<file path="config.mk">
export PLATFORM = sky130hd
export DESIGN_NAME = frame_scheduler
export DESIGN_NICKNAME = d
export VERILOG_FILES = /design/src/rtl/frame_scheduler.sv
export SDC_FILE = /design/constraint.sdc
export NUM_CORES = 1
export LEC_CHECK = 0
export CAP_MARGIN = 30
export CORE_MARGIN = 3
export CORE_UTILIZATION = 45
export CTS_BUF_LIST = sky130_fd_sc_hd__clkbuf_16
export DETAILED_ROUTE_END_ITERATION = 12
export PLACE_DENSITY = 0.75
export SLEW_MARGIN = 20
export SYNTH_ARGS = -nofsm -noshare
export SYNTH_HDL_FRONTEND = slang
export SYNTH_SLANG_ARGS = --single-unit
</file>
<file path="constraint.sdc">
create_clock -name i_clk -period 3.2 [get_ports i_clk]
set_input_delay 0.96 -clock i_clk [delete_from_list [all_inputs] [get_ports i_clk]]
set_output_delay 0.96 -clock i_clk [all_outputs]
set_load 0.1 [all_outputs]
</file>
<file path="src/rtl/frame_scheduler.sv">
// Sender map path frame sequencer: primes on FIFO fill, pops payload bytes only in
// payload slots, and presents position plus payload cycle-aligned to the frame controller.
module frame_scheduler #(
   parameter int unsigned ROWS        = 4,
   parameter int unsigned COLS        = 1041,
   parameter int unsigned OH_COLS     = 16,
   parameter int unsigned PRIME_LEVEL = 64,
   parameter int unsigned LVL_W       = 12
) (
   input  logic             i_clk,
   input  logic             i_rst,
   input  logic             i_en,
   input  logic             i_fifo_empty,
   input  logic [LVL_W-1:0] i_fifo_level,
   input  logic [7:0]       i_fifo_data,
   output logic             o_fifo_rd,
   input  logic             i_clr_underrun,
   output logic [1:0]       o_row_cnt,
   output logic [10:0]      o_col_cnt,
   output logic [7:0]       o_pyld_data,
   output logic             o_pyld_data_valid,
   output logic             o_pos_valid,
   output logic             o_frame_start,
   output logic             o_busy,
   output logic             o_underrun,
   output logic [15:0]      o_underrun_cnt
);
   localparam int unsigned ROW_W = 2;
   localparam int unsigned COL_W = 11;

   typedef enum logic [1:0] {
      IDLE  = 2'd0,
      PRIME = 2'd1,
      RUN   = 2'd2
   } state_t;

   state_t           state;
   logic [ROW_W-1:0] row;
   logic [COL_W-1:0] col;
   logic             run;
   logic             slot;
   logic             last_col;
   logic             last_slot;
   logic             underrun_ev;

   // Slot decode from the internal position; col COLS-1 is stuffing, never payload.
   assign run         = (state == RUN);
   assign slot        = (col >= COL_W'(OH_COLS)) && (col <= COL_W'(COLS - 2));
   assign last_col    = (col == COL_W'(COLS - 1));
   assign last_slot   = last_col && (row == ROW_W'(ROWS - 1));
   assign underrun_ev = run && slot && i_fifo_empty;
   assign o_fifo_rd   = run && slot && !i_fifo_empty;
   assign o_busy      = (state != IDLE);

   always_ff @(posedge i_clk or negedge i_rst) begin
      if (!i_rst) begin
         state             <= IDLE;
         row               <= '0;
         col               <= '0;
         o_row_cnt         <= '0;
         o_col_cnt         <= '0;
         o_pyld_data       <= '0;
         o_pyld_data_valid <= 1'b0;
         o_pos_valid       <= 1'b0;
         o_frame_start     <= 1'b0;
         o_underrun        <= 1'b0;
         o_underrun_cnt    <= '0;
      end else begin
         o_row_cnt         <= '0;
         o_col_cnt         <= '0;
         o_pyld_data       <= '0;
         o_pyld_data_valid <= 1'b0;
         o_pos_valid       <= 1'b0;
         o_frame_start     <= 1'b0;

         unique case (state)
            IDLE: begin
               row <= '0;
               col <= '0;
               if (i_en) state <= PRIME;
            end
            PRIME: begin
               if (!i_en) state <= IDLE;
               else if (i_fifo_level >= LVL_W'(PRIME_LEVEL)) state <= RUN;
            end
            RUN: begin
               o_row_cnt         <= row;
               o_col_cnt         <= col;
               o_pos_valid       <= 1'b1;
               o_frame_start     <= (row == '0) && (col == '0);
               o_pyld_data_valid <= o_fifo_rd;
               o_pyld_data       <= o_fifo_rd ? i_fifo_data : 8'h00;
               // Enable is only honoured at the frame boundary so frames are never cut short.
               if (last_slot) begin
                  row <= '0;
                  col <= '0;
                  if (!i_en) state <= IDLE;
               end else if (last_col) begin
                  col <= '0;
                  row <= row + 1'b1;
               end else begin
                  col <= col + 1'b1;
               end
            end
            default: state <= IDLE;
         endcase

         // Clear takes priority and drops a coincident underrun event.
         if (i_clr_underrun) begin
            o_underrun     <= 1'b0;
            o_underrun_cnt <= '0;
         end else if (underrun_ev) begin
            o_underrun <= 1'b1;
            if (o_underrun_cnt != '1) o_underrun_cnt <= o_underrun_cnt + 1'b1;
         end
      end
   end

endmodule

</file>
==> key figures, run 1 <==
Floorplanning
  • Die H: between 80 and 90 µm
  • Die X: 81.4 µm
  • Initial Util: 0.482
  • # IOs: between 60 and 70
  • FP Rows: 26
  • Die area: about 6600 µm²
  • Floorplan core area: around 5300 µm²

Setup path
  • CP arrival: between 2 and 2.5 ns
  • Required time of the worst setup path: ~2.2 ns
  • Reg2reg setup slack: roughly 0.84 ns
  • Critical path capture point type: output port
  • Crit Reg-Reg Startpoint: col[5]$_DFFE_PN0P_
  • Worst Path Max Fanout: 7
  • R2R cell count: 7
  • CP startpoint: col[5]$_DFFE_PN0P_
  • Worst Setup EP: o_fifo_rd
  • Startpoint Class: register
  • Worst Setup Path Type: reg2out
  • Worst R2R End: o_underrun_cnt[4]$_DFFE_PN0P_

Pwr
  • NetSw: 575 µW
  • Switching part of the total power: 0.320
  • Power Density: 537 nW/µm²
  • Seq pwr share: 0.433
  • Gate power share: 0.233
  • P_int: ~1200 µW
  • Peak supply drop: roughly 0.00033 V
  • Power consumption: roughly 1800 µW
  • Clock share of power: 0.334
  • Leak: ~0.0016 µW

CTS
  • CTS Buf Count: 5
  • Clock sink total: between 50 and 60
  • H-tree levels: 2
  • Post-cts gate resize count: 0
  • CTS tree: yes
  • Bufs on Longest Clock Path: 2
  • CTS root buffer: clkbuf_16
  • Reg clk slew, reported paths: ~0.070 ns
  • Latest clock arrival within the worst-skew pair: about 0.29 ns

Route
  • Vias: ~2,000
  • Violation count after the first detailed-routing iteration: between 100 and 150
  • DR vias/cell: between 5 and 6
  • Drt wl/cell: between 10 and 15 µm
  • Initial DRT Pass Iterations: 4
  • Antenna Nets Post-Route: 0
  • Drt drc: 0
  • WL final: around 5300 µm

Finish
  • Layout cells sized above 1: 0.211
  • Final net count: ~340
  • Ant. Diodes: 0
  • FILL cells: 440
  • Layout area overhead: 30.8%
  • Register area: roughly 1400 µm²
  • Multi-input gate area: approximately 1100 µm²

Logic synthesis
  • Ys Warns: 0
  • Post-synthesis sequential area ratio: 0.548
  • Area contributors post-synth: dfrtp_1 (55%), xor2_1 (6.2%), and2_1 (5.1%)
  • Top_reg_cell synth: dfrtp_1
  • Multiplexer share of the synthesized area: 0.00538
  • Post-Syn Instances: ~240
  • Yosys top cell area share: 0.548
  • Area leader, netlist: dfrtp_1
  • Mean Syn Cell Area: ~10 µm²
  • Synth Area in Compound Gates: 0.0587
  • XOR/XNOR Fraction of Synth Area: 0.0651
  • Mapped cell area: ~2600 µm²
  • Synth Area in Adders: 0.0245
  • Post-Synth Simple-Gate Area: 0.275
  • Syn_nets: around 270
  • Distinct cell type count after synthesis: 40
  • Post-synth EDFFs: 0
  • Synthesized flop and latch total: 56
  • Main combinational cell family by area after synthesis: simple AND/OR/NAND/NOR gates
  • Async S/R FF share, synth: 1.00

Outcome
  • Status: complete, no violations

Timing
  • RSZ-0062 raised after global routing: false
  • Worst Tran Pin Value: between 0.7 and 0.8 ns
  • Setup violations, final: 0
  • Minimum clock period: 3.09 ns
  • Period utilization: 0.966
  • Setup_tns: 0 ns
  • Clk_skew: ~0.009 ns
  • Worst slew margin: 0.470
  • Achievable Freq: 324 MHz
  • Setup slack after layout: around 0.11 ns
  • Max Slew Vio Count: 0
  • Hold WS: between 0.5 and 0.6 ns
  • Final Hold Fails: 0

Placement
  • Dpl ws: 0.293 ns
  • Port buffer count: 61
  • Final Wtd Congestion: roughly 0.89
  • Final HPWL DP: 3840 µm

GRT
  • Largest net degree at the start of global routing: 26
  • Vias in the first global route: between 1,500 and 2,000
  • First-pass GRT wire length: slightly below 9000 µm
  • Initial antenna violation count: 0
  • GRT Residual Overflow: 0
  • GRT Overall Usage: 0.172

Hold path
  • Type of the worst min-delay path: reg2reg

Flow run
  • MaxCap Viol Count: 0
## sequential cells by signal, indices dropped and copies added, names as in the netlist
register           flops
o_pyld_data            8
o_underrun_cnt        16
o_row_cnt              2
o_col_cnt             11
o_underrun             1
col                   11
o_pos_valid            1
o_pyld_data_valid      1
row                    2
o_frame_start          1
state                  2
## power by group through the flow
| stage | clock network (µW) | registers, µW | logic (µW) |
|---|---|---|---|
| final | 599 | 778 | 417 |
| after floorplan | 0 | 902 | 179 |
| after CTS | 612 | 777 | 422 |
| after detailed placement | 0 | 790 | 421 |
| after global routing | 641 | 783 | 447 |
| after global placement | 0 | 789 | 418 |
## worst max-delay path: stages, from the launching register on
cell     delay [ns]
dfrtp_1        0.44
or3_4          0.43
nor4_2         0.22
mux2i_2        0.27
nand2_1        0.13
nor2_4         0.16
buf_12         0.19
## cell families after synthesis
group | Yosys count
simple gates | 127
compound gates | 22
mux | 1
buf+inv | 14
xor+xnor | 19
fa+ha+maj | 5
flops | 56
## what timing repair did
| action | in CTS | in global routing |
|---|---|---|
| setup buffers | 0 | 1 |
| setup endpoints to repair | 0 | 1 |
| hold buffers | 0 | 0 |
## stage by stage
step	area, µm²	util	std cells
6_report	3340	0.630	383
4_1_cts	3340	0.629	382
2_1_floorplan	2560	-	244
3_3_place_gp	3170	0.598	374
5_1_grt	3340	0.630	383
3_5_place_dp	3170	0.598	374
## placed cells by master, fill, tap and decap left out, types with 4 or more instances in the layout
cell / n
dfrtp_1: 56
buf_4: 49
nor2_1: 28
and2_1: 21
nand2_1: 18
xor2_1: 18
clkdlybuf4s50_1: 17
nand3_1: 16
nand4_1: 10
o21ai_0: 8
inv_1: 7
nor4_1: 5
ha_1: 5
clkbuf_16: 5
nor2b_1: 4
or4_1: 4
## Yosys cell counts (all sizes together), types with 2 or more instances
cell	n
nor2	29
clkbuf	6
dfrtp	56
nand3	16
or4	4
and4b	2
a21oi	3
nand2b	2
nand4	11
o21bai	2
xor2	18
or3	2
inv	7
a21o	2
o21ai	8
nor4	6
and2	21
ha	5
nor2b	5
nor3	4
a22o	3
and3	3
nand2	18
## layer usage
layer	up-vias	track usage	part of all wire
li1	977	-	-
met4	0	0.0541	0.010
met5	-	0	0
met3	6	0.0443	0.054
met2	57	0.293	0.49
met1	976	0.214	0.45
## worst min-delay path by stage
| stage | from | end | slack [ns] | cells past startpoint |
|---|---|---|---|---|
| finish | o_underrun$_DFFE_PN0P_ | o_underrun$_DFFE_PN0P_ | 0.52 | 2 |
| global route | i_rst | o_underrun_cnt[3]$_DFFE_PN0P_ | 0.58 | 1 |
| CTS | o_underrun$_DFFE_PN0P_ | o_underrun$_DFFE_PN0P_ | 0.53 | 2 |
| detailed placement | o_underrun$_DFFE_PN0P_ | o_underrun$_DFFE_PN0P_ | 0.51 | 2 |
| global placement | o_underrun$_DFFE_PN0P_ | o_underrun$_DFFE_PN0P_ | 0.50 | 2 |
| floorplan | row[1]$_DFFE_PN0P_ | o_row_cnt[1]$_DFF_PN0_ | 0.53 | 1 |
## cell type report
class                   instances  share of cell area
repair buffers                 68               0.168
flip-flops and latches         56               0.419
multi-input cells             174               0.330
inverters                       7             0.00786
clock buffers                   5              0.0374
well taps                      70              0.0262
clock inverters                 3              0.0112
Note: power is estimated with default switching activity, not from simulation.
==> inputs of run 2 (changes only) <==
--- a/config.mk
+++ b/config.mk
@@ -15,3 +15,4 @@
 export SYNTH_ARGS = -nofsm -noshare
 export SYNTH_HDL_FRONTEND = slang
 export SYNTH_SLANG_ARGS = --single-unit
+export TNS_END_PERCENT = 20
==> results of run 2 <==
Same layout as run 1: the final DEF is identical, and so are final timing and power.
==> inputs of run 3 (changes only) <==
--- a/config.mk
+++ b/config.mk
@@ -6,7 +6,6 @@
 export NUM_CORES = 1
 export LEC_CHECK = 0
 export CAP_MARGIN = 30
-export CORE_MARGIN = 3
 export CORE_UTILIZATION = 45
 export CTS_BUF_LIST = sky130_fd_sc_hd__clkbuf_16
 export DETAILED_ROUTE_END_ITERATION = 12
==> run 3 against run 2 <==
Against the previous run: fmax grew 0.67%; register-to-register slack is essentially flat; setup slack gained 0.021 ns; flip-flop and latch count is the same; sequential share of layout area grew 0.085 points; via count shrank 0.99%; first-iteration DRC count shrank 49%; die area shrank 9.6%; total power shrank 4.2%; combinational power is essentially flat; largest cell class unchanged; highest routed layer unchanged.
==> key figures, run 3 (synthesis gave the netlist of run 1 again) <==
Route
  • Violation count after the first detailed-routing iteration: a little over 70
  • DR vias/cell: approximately 5.2
  • Antenna Nets Post-Route: 0
  • Drt wl/cell: between 10 and 15 µm
  • Drt drc: 0
  • Initial DRT Pass Iterations: 4
  • WL final: roughly 5200 µm
  • Vias: between 1,500 and 2,000

Placement
  • Final HPWL DP: between 3000 and 4000 µm
  • Port buffer count: 61
  • Dpl ws: roughly 0.3 ns
  • Final Wtd Congestion: approximately 0.86

GRT
  • Initial antenna violation count: 0
  • First-pass GRT wire length: approximately 8500 µm
  • Largest net degree at the start of global routing: 39
  • GRT Overall Usage: 0.181
  • GRT Residual Overflow: 0
  • Vias in the first global route: between 1,500 and 2,000

CTS
  • CTS root buffer: clkbuf_16
  • H-tree levels: 2
  • Latest clock arrival within the worst-skew pair: between 0.2 and 0.3 ns
  • Bufs on Longest Clock Path: 2
  • Reg clk slew, reported paths: 0.07 ns
  • CTS tree: yes
  • Clock sink total: between 50 and 60
  • CTS Buf Count: 5

Setup path
  • Worst R2R End: o_underrun_cnt[4]$_DFFE_PN0P_
  • CP arrival: about 2.1 ns
  • Crit Reg-Reg Startpoint: col[5]$_DFFE_PN0P_
  • CP startpoint: col[5]$_DFFE_PN0P_
  • Critical path capture point type: output port
  • Reg2reg setup slack: 0.83 ns
  • Worst Setup EP: o_fifo_rd
  • R2R cell count: 8
  • Startpoint Class: register
  • Worst Path Max Fanout: 7
  • Required time of the worst setup path: approximately 2.2 ns
  • Worst Setup Path Type: reg2out

Floorplanning
  • Initial Util: 0.464
  • Die H: between 70 and 80 µm
  • # IOs: around 70
  • FP Rows: 27
  • Floorplan core area: around 5500 µm²
  • Die X: about 77 µm
  • Die area: about 6000 µm²

Finish
  • Layout area overhead: 30.6%
  • Largest register FFs: 16
  • Ant. Diodes: 0
  • FILL cells: 470
  • Final net count: around 340
  • Commonest non-fill, non-tap cell in the layout: dfrtp_1
  • Largest registers: o_underrun_cnt: 16 flops, col: 11 flops, o_col_cnt: 11 flops
  • Layout cells sized above 1: 0.220
  • Reg with most FFs: o_underrun_cnt
  • Most frequent cells in the layout: dfrtp_1 (55), buf_4 (50), nor2_1 (28), and2_1 (21)
  • Utilization after layout: 0.606

Timing
  • Final Hold Fails: 0
  • RSZ-0062 raised after global routing: false
  • Clk_skew: 0.00251 ns
  • Setup slack after layout: between 0.1 and 0.15 ns
  • Hold WS: 0.510 ns
  • Worst Tran Pin Value: 0.817 ns
  • Max Slew Vio Count: 0
  • Minimum clock period: between 3 and 4 ns
  • Setup_tns: 0 ns
  • Achievable Freq: roughly 330 MHz
  • Period utilization: 0.959
  • Worst slew margin: 0.456
  • Setup violations, final: 0

Pwr
  • Leak: between 0.0015 and 0.002 µW
  • Power Density: a little over 500 nW/µm²
  • Peak supply drop: around 0.00041 V

Flow run
  • MaxCap Viol Count: 0

Hold path
  • Type of the worst min-delay path: reg2reg
  • Hold_sp: o_underrun$_DFFE_PN0P_

Outcome
  • Status: complete, no violations
[run 3: how the worst min path moves through the flow]
stage                             end  slack (ns)  depth (start not counted)
2_1_floorplan  o_row_cnt[1]$_DFF_PN0_        0.53                          1
3_3_place_gp   o_underrun$_DFFE_PN0P_        0.49                          2
3_5_place_dp   o_underrun$_DFFE_PN0P_        0.50                          2
4_1_cts        o_underrun$_DFFE_PN0P_        0.51                          2
5_1_grt        o_underrun$_DFFE_PN0P_        0.55                          2
6_report       o_underrun$_DFFE_PN0P_        0.51                          2
[run 3: repair_timing]
| item | CTS | global route |
|---|---|---|
| gates resized for setup | 0 | 2 |
| hold buffers | 0 | 0 |
| pin swaps | 1 | 0 |
| endpoints found under the setup margin | 1 | 1 |
| buffers inserted | 1 | 1 |
[run 3: final cells by class]
| type | instances | area (µm²) | share of cell area |
|---|---|---|---|
| Clock buffer | 5 | 125 | 0.0375 |
| Clock inverter | 3 | 13.8 | 0.00412 |
| Inverter | 7 | 26.3 | 0.00787 |
| Multi-Input combinational cell | 174 | 1110 | 0.333 |
| Sequential cell | 56 | 1400 | 0.420 |
| Tap cell | 72 | 90.1 | 0.0270 |
| Timing Repair Buffer | 69 | 571 | 0.171 |
[run 3: routing by layer]
layer / track usage / wire [µm] / up-vias
met5: 0 / 0 / -
met4: 0.0566 / 67 / 0
met3: 0.0376 / 258 / 7
met2: 0.303 / 2640 / 52
met1: 0.237 / 2230 / 958
li1: - / - / 979
[run 3: where the power goes]
part           leakage [µW]  internal (µW)  total [µW]  switching, µW
registers          0.000776            743         778           35.8
clock network     0.0000710            285         525            240
logic              0.000761            112         415            303
total               0.00161           1140        1720            579
[run 3: critical path, cell delays in order, from the launching register on]
cell and delay, ns:
dfrtp_2 0.44, or3_4 0.43, nor4_4 0.18, mux2i_2 0.27, nand2_1 0.13, nor2_4 0.17, buf_12 0.19
[run 3: through the flow]
stage                     instances  power [µW]  area [µm²]
final                           386        1720        3340
after global routing            386        1800        3340
after global placement          376        1210        3180
after CTS                       385        1730        3320
after detailed placement        376        1210        3180
after floorplan                 244        1080        2560
